### src/rtl/k2mm_out_serializer.sv
// rtl/k2mm_out_serializer.sv - two-channel FIFO, round-robin arbiter and framed nibble serializer
//
// Buffers the k2mm E_out_0 / E_out_1 ap_fifo streams and sends each word as a
// frame on a 4-bit pin bus: header {2'b10,1'b0,ch}, DATA_W/4 data nibbles MSB
// first, and optionally an XOR checksum nibble.
//
// Ports:
//   ap_clk, ap_rst_n        clock, asynchronous active-low reset
//   E_out_N_din/_write      channel N write data and strobe
//   E_out_N_full_n          channel N FIFO has a free slot
//   data_out, data_valid    registered nibble and its qualifier
//   probe_out               registered, inverts on the last nibble of each frame
//
// Build option: define SER_CHKSUM_EN to append the checksum nibble.

module k2mm_out_serializer_fifo #(
  parameter int DATA_W = 32,
  parameter int DEPTH  = 4
) (
  input  logic              clk,
  input  logic              rst_n,
  input  logic [DATA_W-1:0] din,
  input  logic              write,
  output logic              full_n,
  input  logic              pop,
  output logic [DATA_W-1:0] dout,
  output logic              empty
);
  localparam int AW = $clog2(DEPTH);
  localparam int unsigned DEPTH_U = DEPTH;
  localparam logic [AW:0] FULL_CNT = DEPTH_U[AW:0];

  logic [DATA_W-1:0] mem [DEPTH];
  logic [AW-1:0]     wptr;
  logic [AW-1:0]     rptr;
  logic [AW:0]       count;
  logic              push;

  // A push while full is rejected even if a pop frees a slot this cycle.
  assign full_n = (count != FULL_CNT);
  assign empty  = (count == '0);
  assign push   = write && full_n;
  assign dout   = mem[rptr];

  always_ff @(posedge clk) begin
    if (push) mem[wptr] <= din;
  end

  always_ff @(posedge clk or negedge rst_n) begin
    if (!rst_n) begin
      wptr  <= '0;
      rptr  <= '0;
      count <= '0;
    end else begin
      if (push) wptr <= wptr + AW'(1);
      if (pop)  rptr <= rptr + AW'(1);
      case ({push, pop})
        2'b10:   count <= count + (AW+1)'(1);
        2'b01:   count <= count - (AW+1)'(1);
        default: count <= count;
      endcase
    end
  end
endmodule

module k2mm_out_serializer #(
  parameter int DATA_W = 32,
  parameter int DEPTH  = 4
) (
  input  logic              ap_clk,
  input  logic              ap_rst_n,
  input  logic [DATA_W-1:0] E_out_0_din,
  input  logic              E_out_0_write,
  output logic              E_out_0_full_n,
  input  logic [DATA_W-1:0] E_out_1_din,
  input  logic              E_out_1_write,
  output logic              E_out_1_full_n,
  output logic [3:0]        data_out,
  output logic              data_valid,
  output logic              probe_out
);
  localparam int NN = DATA_W / 4;
  localparam int CW = (NN > 1) ? $clog2(NN) : 1;
  localparam logic [CW-1:0] LAST_IDX = CW'(NN - 1);

`ifdef SER_CHKSUM_EN
  typedef enum logic [1:0] {S_IDLE, S_HDR, S_DATA, S_CSUM} state_t;
`else
  typedef enum logic [1:0] {S_IDLE, S_HDR, S_DATA} state_t;
`endif

  state_t            state_q, state_d;
  logic [DATA_W-1:0] shreg_q, shreg_d;
  logic [CW-1:0]     cnt_q, cnt_d;
  logic              last_q, last_d;
  logic [3:0]        data_out_d;
  logic              data_valid_d;
  logic              toggle;
  logic              start;
  logic              start_any;
  logic              start_ch;
  logic [DATA_W-1:0] start_word;
  logic              pop0, pop1;
  logic [DATA_W-1:0] f0_dout, f1_dout;
  logic              f0_empty, f1_empty;
`ifdef SER_CHKSUM_EN
  logic [3:0]        csum_q, csum_d;
`endif

  k2mm_out_serializer_fifo #(.DATA_W(DATA_W), .DEPTH(DEPTH)) u_fifo0 (
    .clk(ap_clk), .rst_n(ap_rst_n), .din(E_out_0_din), .write(E_out_0_write),
    .full_n(E_out_0_full_n), .pop(pop0), .dout(f0_dout), .empty(f0_empty)
  );

  k2mm_out_serializer_fifo #(.DATA_W(DATA_W), .DEPTH(DEPTH)) u_fifo1 (
    .clk(ap_clk), .rst_n(ap_rst_n), .din(E_out_1_din), .write(E_out_1_write),
    .full_n(E_out_1_full_n), .pop(pop1), .dout(f1_dout), .empty(f1_empty)
  );

  // Round-robin pick: with both pending, serve the channel not served last.
  always_comb begin
    start_any = !f0_empty || !f1_empty;
    if (!f0_empty && !f1_empty) start_ch = ~last_q;
    else                        start_ch = f0_empty;
    start_word = start_ch ? f1_dout : f0_dout;
  end

  // Next-state logic also computes the value the output flops take, so each
  // state's nibble is on the pins in the same cycle the state is current.
  always_comb begin
    state_d      = state_q;
    shreg_d      = shreg_q;
    cnt_d        = cnt_q;
    last_d       = last_q;
    data_out_d   = 4'h0;
    data_valid_d = 1'b0;
    toggle       = 1'b0;
    start        = 1'b0;
    pop0         = 1'b0;
    pop1         = 1'b0;
`ifdef SER_CHKSUM_EN
    csum_d       = csum_q;
`endif
    case (state_q)
      S_IDLE: start = 1'b1;
      S_HDR: begin
        state_d      = S_DATA;
        cnt_d        = '0;
        data_out_d   = shreg_q[DATA_W-1 -: 4];
        shreg_d      = shreg_q << 4;
        data_valid_d = 1'b1;
`ifdef SER_CHKSUM_EN
        csum_d       = csum_q ^ shreg_q[DATA_W-1 -: 4];
`else
        toggle       = (NN == 1);
`endif
      end
      S_DATA: begin
        if (cnt_q != LAST_IDX) begin
          cnt_d        = cnt_q + CW'(1);
          data_out_d   = shreg_q[DATA_W-1 -: 4];
          shreg_d      = shreg_q << 4;
          data_valid_d = 1'b1;
`ifdef SER_CHKSUM_EN
          csum_d       = csum_q ^ shreg_q[DATA_W-1 -: 4];
`else
          toggle       = (cnt_d == LAST_IDX);
`endif
        end else begin
`ifdef SER_CHKSUM_EN
          state_d      = S_CSUM;
          data_out_d   = csum_q;
          data_valid_d = 1'b1;
          toggle       = 1'b1;
`else
          start        = 1'b1;
`endif
        end
      end
`ifdef SER_CHKSUM_EN
      S_CSUM: start = 1'b1;
`endif
      default: state_d = S_IDLE;
    endcase

    // Frame start from IDLE or directly at frame end, so frames run back-to-back.
    if (start) begin
      if (start_any) begin
        state_d      = S_HDR;
        shreg_d      = start_word;
        last_d       = start_ch;
        pop0         = !start_ch;
        pop1         = start_ch;
        data_out_d   = {3'b100, start_ch};
        data_valid_d = 1'b1;
`ifdef SER_CHKSUM_EN
        csum_d       = 4'h0;
`endif
      end else begin
        state_d = S_IDLE;
      end
    end
  end

  always_ff @(posedge ap_clk or negedge ap_rst_n) begin
    if (!ap_rst_n) begin
      state_q    <= S_IDLE;
      shreg_q    <= '0;
      cnt_q      <= '0;
      last_q     <= 1'b1;
      data_out   <= 4'h0;
      data_valid <= 1'b0;
      probe_out  <= 1'b0;
`ifdef SER_CHKSUM_EN
      csum_q     <= 4'h0;
`endif
    end else begin
      state_q    <= state_d;
      shreg_q    <= shreg_d;
      cnt_q      <= cnt_d;
      last_q     <= last_d;
      data_out   <= data_out_d;
      data_valid <= data_valid_d;
      probe_out  <= probe_out ^ toggle;
`ifdef SER_CHKSUM_EN
      csum_q     <= csum_d;
`endif
    end
  end
endmodule

### config.mk
export PLATFORM = sky130hd
export DESIGN_NAME = k2mm_out_serializer
export DESIGN_NICKNAME = d
export VERILOG_FILES = /design/src/rtl/k2mm_out_serializer.sv
export SDC_FILE = /design/constraint.sdc
export NUM_CORES = 1
export LEC_CHECK = 0
export ABC_AREA = 0
export ABC_CLOCK_PERIOD_IN_PS = 6800
export BUFFER_PORTS_ARGS = -buffer_cell sky130_fd_sc_hd__buf_2
export CAP_MARGIN = 20
export CORE_MARGIN = 3
export CORE_UTILIZATION = 50
export DETAILED_ROUTE_END_ITERATION = 8
export GPL_TIMING_DRIVEN = 0
export HOLD_SLACK_MARGIN = 0.12
export PLACE_DENSITY = 0.68
export SLEW_MARGIN = 20
export SYNTH_ARGS = -nofsm -noshare
export SYNTH_HDL_FRONTEND = slang
export SYNTH_SLANG_ARGS = --single-unit
export TNS_END_PERCENT = 50
### constraint.sdc
create_clock -name ap_clk -period 6.8 [get_ports ap_clk]
set_input_delay 0 -clock ap_clk [delete_from_list [all_inputs] [get_ports ap_clk]]
set_output_delay 0 -clock ap_clk [all_outputs]
set_load 0.01 [all_outputs]
==> flow_summary.toml, run 1 <==
[status]
status = "finished clean"

[clocking]
worstSkewPairLatency_ns = 0.54
post-cts-setup-buffers = 0
tritoncts = "done"
clockBufferDepth = 3
cts.repair.resized = 0
htree_levels = 1
root_buffer_master = "sky130_fd_sc_hd__clkbuf_16"
clk_pin_slew_ns = 0.07
cts_num_sinks = 314
total_cts_buffers = 31

[detailed_routing]
post-route-drc-count = 0
dr.first_iter.drc_count = 479
viasPerCell = 5.64
via_count = 6572
drt_first_pass_iters = 5
wl_per_cell_um = 20.5
wl_mm = 23.8
ant_nets = 0

[place]
numPortBuffers = 75
place_worst_setup_slack_ns = 4.05
place_hpwl_mm = 16.1
gp_congestion = 0.869

[sta]
grt_setup_unrepaired = "no"
worst_pin_slew_ns = 0.505
maxSlewHeadroom = 0.663
finalHoldWorstSlack_ns = 0.210
min_period_ns = 2.76
setup_slack_ns = 4.04
setup_violators_final = 0
post-route-period-util = 0.405
drv_slew = 0
final.setup.tns_ns = 0
timing.clock.skew_ns = 0.00902
achievable-frequency_mhz = 363
hold_viol = 0

[final_layout]
area_of_combinational_cells_with_multiple_inputs_um2 = 2950
finish.utilization = 0.627
drive_above_1_share = 0.265
final.fill_count = 1688
seq_area_um2 = 9140
num_antenna_cells = 0
final_net_count = 910
flow.area_growth_from_synthesis_pct = 21.1

[setup_path]
cp-start-kind = "register"
slowest_delay_ns = 0.46
critPathMostFrequentCell = "sky130_fd_sc_hd__ha_1"
worst_r2r_path_depth = 10
reg2reg_to = "u_fifo1.count[2]"
timing.rr.start = "cnt_q[0]"
path_type_of_the_worst_setup_path = "register to register"
path_cells = "ha_1 > ha_1 > a21oi_1 > a21o_2 > nor2_8 > ha_1 > fa_1 > xnor2_1 > nor2_1 > xor2_1"
r2r_setup_slack_ns = 4.04
critPathMaxFanout = 6
worstPathRequired_ns = 7.22
timing.critical_path.to_type = "register"
critPathSlowestCell = "sky130_fd_sc_hd__fa_1"
worstPathArrival_ns = 3.18

[synthesis]
number_of_synthesized_register_bits = 314
synth_edf_count = 256
synth-simple-area-share = 0.0375
synth_top_area_cell = "sky130_fd_sc_hd__edfxtp_1"
largest_family_of_logic_cells_by_synthesized_area = "multiplexers"
synth-xor-area-share = 0.00980
postSynth.asyncResetShare = 0.185
yosys-top-cells-area = "sky130_fd_sc_hd__edfxtp_1 (62%), sky130_fd_sc_hd__dfrtp_1 (12%), sky130_fd_sc_hd__mux4_2 (9.5%)"
synth_top_cell_area_share = 0.621
mappedNetlistArea_um2 = 12400
post_synth_mux_area_share = 0.127
yosysUniqueCellTypes = 45
synth.avg_cell_area_um2 = 19.4
ys.flop_type = "sky130_fd_sc_hd__edfxtp_1"
yosys_warnings = 0
synthesis.nets = 725
number_of_instances_in_the_synthesized_netlist = 639
post_synth_fa_ha_maj_area_fraction = 0.0194
ys_seq_area_frac = 0.738
synth_compound_gate_area_share = 0.0442

[floorplanning]
starting_density = 0.518
die_w_um = 163
total_die_area_um2 = 26700
boundaryPins = 76
floorplan.die.height_um = 163
std_cell_core_area_um2 = 23900
cell_rows = 56

[pwr]
power.share.switching = 0.322
combPwrFrac = 0.352
p_clk_frac = 0.234
design_power_total_mw = 6.72
p_switching_mw = 2.16
power.static_leakage_nw = 5.44
vdd_ir_drop_max_uv = 275
power_frac_seq = 0.414
internal-power_mw = 4.56
power_density_nw_per_um2 = 448

[global_routing]
antenna_violations_before_repair = 0
maximum_number_of_pins_on_one_net_before_global_route_repair = 58
first_global_vias = 6877
grt_first_pass_wirelength_mm = 38.1
grtUsageTotal = 0.186
global_route.overflow_total = 0

[run]
timing.max_cap.violations = 0

[min_path]
hp-start = "E_out_0_din[15]"
hold_end = "u_fifo0.mem[2][15]"
hp-class = "input port to register"
worstHoldPathCells = 2
==> layout by cell type (no fill, tap or decap), types with 26 or more instances in the layout <==
cell type                       count
sky130_fd_sc_hd__edfxtp_1         256
sky130_fd_sc_hd__nand2_1           65
sky130_fd_sc_hd__mux4_2            52
sky130_fd_sc_hd__dlygate4sd3_1     68
sky130_fd_sc_hd__dfrtp_1           57
sky130_fd_sc_hd__buf_2             87
sky130_fd_sc_hd__a31oi_1           26
sky130_fd_sc_hd__clkbuf_16         31
sky130_fd_sc_hd__a221oi_1          26
==> worst max-delay path by stage <==
stage / start / endpoint / slack [ns] / cells past startpoint
final: cnt_q[0] / u_fifo1.count[2] / 4.04 / 10
after global routing: cnt_q[0] / u_fifo1.count[2] / 3.88 / 10
after CTS: cnt_q[0] / u_fifo1.count[2] / 4.04 / 10
after detailed placement: cnt_q[0] / u_fifo1.count[2] / 4.05 / 10
after global placement: cnt_q[0] / u_fifo1.count[2] / 4.16 / 10
after floorplan: cnt_q[0] / u_fifo1.count[2] / 4.33 / 10
==> synthesized netlist by cell type (2+ instances only) <==
master and count:
sky130_fd_sc_hd__edfxtp_1 256, sky130_fd_sc_hd__inv_1 13, sky130_fd_sc_hd__nor2_1 6, sky130_fd_sc_hd__and2_1 2, sky130_fd_sc_hd__xnor2_1 7, sky130_fd_sc_hd__and3_1 11, sky130_fd_sc_hd__clkbuf_1 7, sky130_fd_sc_hd__a21oi_1 2
sky130_fd_sc_hd__buf_2 13, sky130_fd_sc_hd__mux4_1 12, sky130_fd_sc_hd__buf_6 8, sky130_fd_sc_hd__dfrtp_1 57, sky130_fd_sc_hd__ha_1 16, sky130_fd_sc_hd__nand3_1 6, sky130_fd_sc_hd__buf_4 6, sky130_fd_sc_hd__o21a_1 2
sky130_fd_sc_hd__a31oi_1 26, sky130_fd_sc_hd__mux4_2 52, sky130_fd_sc_hd__a221oi_1 26, sky130_fd_sc_hd__fa_1 2, sky130_fd_sc_hd__mux2_2 4, sky130_fd_sc_hd__xor2_1 5, sky130_fd_sc_hd__o21ai_0 4, sky130_fd_sc_hd__o21ai_1 4
sky130_fd_sc_hd__mux2i_1 4, sky130_fd_sc_hd__o22ai_1 2, sky130_fd_sc_hd__nor2b_1 2, sky130_fd_sc_hd__nand2_1 65, sky130_fd_sc_hd__a22oi_1 3
==> worst max-delay path, delay by kind of cell (launching register included) <==
| family | cells | cell delay, ns |
|---|---|---|
| adder cells (fa/ha/maj) | 4 | 1.17 |
| AO/OA/AOI/OAI | 2 | 0.62 |
| flip-flops | 1 | 0.41 |
| XOR/XNOR | 2 | 0.32 |
| AND/OR/NAND/NOR | 2 | 0.13 |
==> sequential cells by signal, summed over array words and instances (netlist names) <==
name / count
cnt_q: 3
data_out: 4
data_valid: 1
last_q: 1
probe_out: 1
shreg_q: 32
state_q: 2
u_fifo0.count: 3
u_fifo0.mem: 128
u_fifo0.rptr: 2
u_fifo0.wptr: 2
u_fifo1.count: 3
u_fifo1.mem: 128
u_fifo1.rptr: 2
u_fifo1.wptr: 2
==> per-layer routing <==
layer,track usage,part of all wire,up-vias
li1,-,-,2950
met1,0.257,0.41,3399
met2,0.314,0.51,186
met3,0.0340,0.056,37
met4,0.0419,0.018,0
met5,0,0,-
==> layout make-up <==
class	instances	share of cell area
Multi-Input combinational cell	277	0.197
Timing Repair Buffer	152	0.0851
Clock inverter	15	0.00785
Buffer	35	0.0164
Inverter	13	0.00325
Tap cell	319	0.0266
Clock buffer	40	0.0540
Sequential cell	314	0.610
==> repair_timing <==
item / CTS / global route
hold endpoints to repair: 357 / 0
endpoints found under the setup margin: 0 / 0
hold buffers: 69 / 0
==> metrics by stage <==
| stage | cell area, µm² | instances |
|---|---|---|
| finish | 15000 | 1165 |
| CTS | 15000 | 1165 |
| floorplan | 12400 | 639 |
| global route | 15000 | 1165 |
| detailed placement | 13400 | 1041 |
| global placement | 13200 | 1033 |
==> power groups by stage <==
| stage | sequential (mW) | combinational (mW) | clock (mW) |
|---|---|---|---|
| after CTS | 2.78 | 2.40 | 1.60 |
| final | 2.78 | 2.37 | 1.57 |
| after global routing | 2.83 | 2.57 | 1.68 |
| after global placement | 2.81 | 2.20 | 0 |
| after floorplan | 2.77 | 1.66 | 0 |
| after detailed placement | 2.82 | 2.36 | 0 |
==> cell families after synthesis <==
kind of cell / count (synthesis)
fa+ha+maj: 18
simple gates: 99
xor+xnor: 13
flops: 314
buf+inv: 48
compound gates: 75
mux: 72
Power figures use the tool's default switching activity.
==> inputs of run 2 (changes only) <==
Settings changed: ABC_AREA 0 to 1, ABC_CLOCK_PERIOD_IN_PS 6800 to 2500, PLACE_DENSITY 0.68 to 0.7.
Clock period 6.8 ns to 2.5 ns, I/O delays scaled along.
==> run 2 against run 1 <==
Against the previous run:
- clock-buffer cell count grew 6
- die area grew 6.2%
- synthesized cell count up 87%
- worst setup slack worse by 4.0 ns
- cell count is 49% higher
- critical endpoint unchanged
- largest cell class unchanged
- highest routed layer unchanged
==> flow_summary.toml, run 2 <==
[final_layout]
flow.area_growth_from_synthesis_pct = 21.4
drive_above_1_share = 0.152
layout.cells.most_common_list = "sky130_fd_sc_hd__nand2_1 (348), sky130_fd_sc_hd__edfxtp_1 (256), sky130_fd_sc_hd__nor2_1 (136), sky130_fd_sc_hd__buf_2 (102), sky130_fd_sc_hd__nand3_1 (93)"
final_cell_area_um2 = 16000
top_regs = "u_fifo0.mem (128), u_fifo1.mem (128), shreg_q (32)"
seq_area_um2 = 9140
num_antenna_cells = 0
final.fill_count = 1958
area_of_combinational_cells_with_multiple_inputs_um2 = 3460
final_net_count = 1465
leading_cell_type_in_the_layout_fill_and_taps_excluded = "sky130_fd_sc_hd__nand2_1"

[global_routing]
grtUsageTotal = 0.210
antenna_violations_before_repair = 0
global_route.overflow_total = 0
maximum_number_of_pins_on_one_net_before_global_route_repair = 59
grt_first_pass_wirelength_mm = 46.8
first_global_vias = 8919

[sta]
post-route-period-util = 0.970
worst_pin_slew_ns = 0.755
setup_violators_final = 0
maxSlewHeadroom = 0.497
achievable-frequency_mhz = 412
hold_viol = 0
timing.clock.skew_ns = 0.0153
final.setup.tns_ns = 0
drv_slew = 0
min_period_ns = 2.43

[clocking]
htree_levels = 2
root_buffer_master = "sky130_fd_sc_hd__clkbuf_16"
cts_num_sinks = 314
worstSkewPairLatency_ns = 0.50
tritoncts = "done"
clk_pin_slew_ns = 0.06
clockBufferDepth = 3
total_cts_buffers = 34

[setup_path]
path_type_of_the_worst_setup_path = "register to register"
timing.critical_path.to_type = "register"
timing.rr.start = "cnt_q[0]"
worstPathRequired_ns = 2.88
worstPathArrival_ns = 2.80
cp-start-kind = "register"
r2r_setup_slack_ns = 0.07
critPathMaxFanout = 8
setup.worst_path.start = "cnt_q[0]"

[synthesis]
largest_family_of_logic_cells_by_synthesized_area = "simple AND/OR/NAND/NOR gates"
post_synth_fa_ha_maj_area_fraction = 0.0182
synth-xor-area-share = 0.00598
yosysUniqueCellTypes = 27
synth_compound_gate_area_share = 0.0499
synth_top_area_cell = "sky130_fd_sc_hd__edfxtp_1"
synth_edf_count = 256
post_synth_mux_area_share = 0
synthesis.nets = 1280
ys.flop_type = "sky130_fd_sc_hd__edfxtp_1"
synth-simple-area-share = 0.183
number_of_synthesized_register_bits = 314
synth.avg_cell_area_um2 = 11.0
mappedNetlistArea_um2 = 13200
ys_seq_area_frac = 0.694
yosys_warnings = 0
postSynth.asyncResetShare = 0.185
number_of_instances_in_the_synthesized_netlist = 1194
yosys-top-cells-area = "sky130_fd_sc_hd__edfxtp_1 (58%), sky130_fd_sc_hd__dfrtp_1 (11%), sky130_fd_sc_hd__nand2_1 (9.9%)"
synth_top_cell_area_share = 0.583
post-synth-top-count-cell = "sky130_fd_sc_hd__nand2_1"
post_synth_most_frequent_cells = "sky130_fd_sc_hd__nand2_1 (349), sky130_fd_sc_hd__edfxtp_1 (256), sky130_fd_sc_hd__nor2_1 (144)"

[detailed_routing]
wl_mm = 29.5
via_count = 9069
ant_nets = 0
wl_per_cell_um = 17.0
drt_first_pass_iters = 7
dr.first_iter.drc_count = 695
post-route-drc-count = 0
viasPerCell = 5.23

[floorplanning]
cell_rows = 58
std_cell_core_area_um2 = 25500
starting_density = 0.516
die_w_um = 168
total_die_area_um2 = 28300
floorplan.die.height_um = 168
boundaryPins = 76

[run]
timing.max_cap.violations = 0

[place]
numPortBuffers = 75
place_hpwl_mm = 19.5
dpl_cell_area_um2 = 14200
gp_congestion = 0.848

[pwr]
power_density_nw_per_um2 = 1270
vdd_ir_drop_max_uv = 636
power.static_leakage_nw = 6.51

[min_path]
hp-class = "input port to asynchronous set/reset pin"

[status]
status = "finished clean"
-- run 2: worst paths after layout --
kind,to,cells past startpoint
max,u_fifo1.count[2],13
min in group ap_clk,u_fifo1.wptr[0],3
min,u_fifo1.count[1],2
min reg2reg,u_fifo0.count[0],1
max in group asynchronous,u_fifo1.count[0],2
max reg2reg,u_fifo1.count[2],13
-- run 2: timing repair --
action                     4_1_cts  5_1_grt
setup buffers                    0        1
hold endpoints to repair       314        0
resized for setup                3        5
hold buffers                    65        0
pin swaps                        0        1
setup endpoints to repair        1        2
-- run 2: critical path, cell delays in order, from the launching register on --
cell and delay (ns):
sky130_fd_sc_hd__dfrtp_1 0.38, sky130_fd_sc_hd__ha_1 0.20, sky130_fd_sc_hd__ha_1 0.22, sky130_fd_sc_hd__nand2_2 0.09, sky130_fd_sc_hd__nand2_2 0.09, sky130_fd_sc_hd__inv_4 0.10, sky130_fd_sc_hd__nor2_8 0.06, sky130_fd_sc_hd__nand2_4 0.08
sky130_fd_sc_hd__inv_2 0.07, sky130_fd_sc_hd__ha_2 0.21, sky130_fd_sc_hd__fa_1 0.44, sky130_fd_sc_hd__a21oi_1 0.14, sky130_fd_sc_hd__o21ai_1 0.09, sky130_fd_sc_hd__xor2_1 0.14
-- run 2: power breakdown --
group          leakage [nW]  internal [mW]  total [mW]  switching [mW]
logic                  2.92           2.65        7.97            5.32
clock network         0.531           2.90        4.86            1.96
registers              3.06           7.05        7.43           0.370
total                  6.51           12.6        20.3            7.65
-- run 2: layout make-up --
type                       count  area share
buffer                        59      0.0227
sequential                   314       0.571
clock buffer                  46      0.0598
inverter                      76      0.0180
clock inverter                15     0.00821
timing repair buffer         149      0.0780
tap                          330      0.0258
multi-input combinational    745       0.216
-- run 2: cells by family after synthesis --
| family | count (synthesis) |
|---|---|
| AO/OA/AOI/OAI | 124 |
| XOR/XNOR | 9 |
| adder cells (fa/ha/maj) | 18 |
| buffers and inverters | 135 |
| flip-flops | 314 |
| AND/OR/NAND/NOR | 594 |
-- run 2: metal layers --
layer,track usage,vias to the layer above,routed length [µm]
met5,0,-,0
met4,0.0694,0,738
met3,0.0319,50,1580
met2,0.348,303,14300
met1,0.287,4345,12900
li1,-,4371,-
-- run 2: per-stage QoR --
stage | power (mW) | utilization | hold WS [ns] | std cells | setup slack, ns
after floorplan | 12.8 | - | -0.296 | 1194 | -0.118
after global placement | 14.9 | 0.547 | 0.213 | 1599 | -1.19
after detailed placement | 15.3 | 0.558 | 0.115 | 1607 | -0.0689
after CTS | 20.3 | 0.626 | 0.138 | 1733 | 0.0285
after global routing | 21.6 | 0.626 | 0.168 | 1734 | -0.0108
final | 20.3 | 0.626 | 0.109 | 1734 | 0.0747
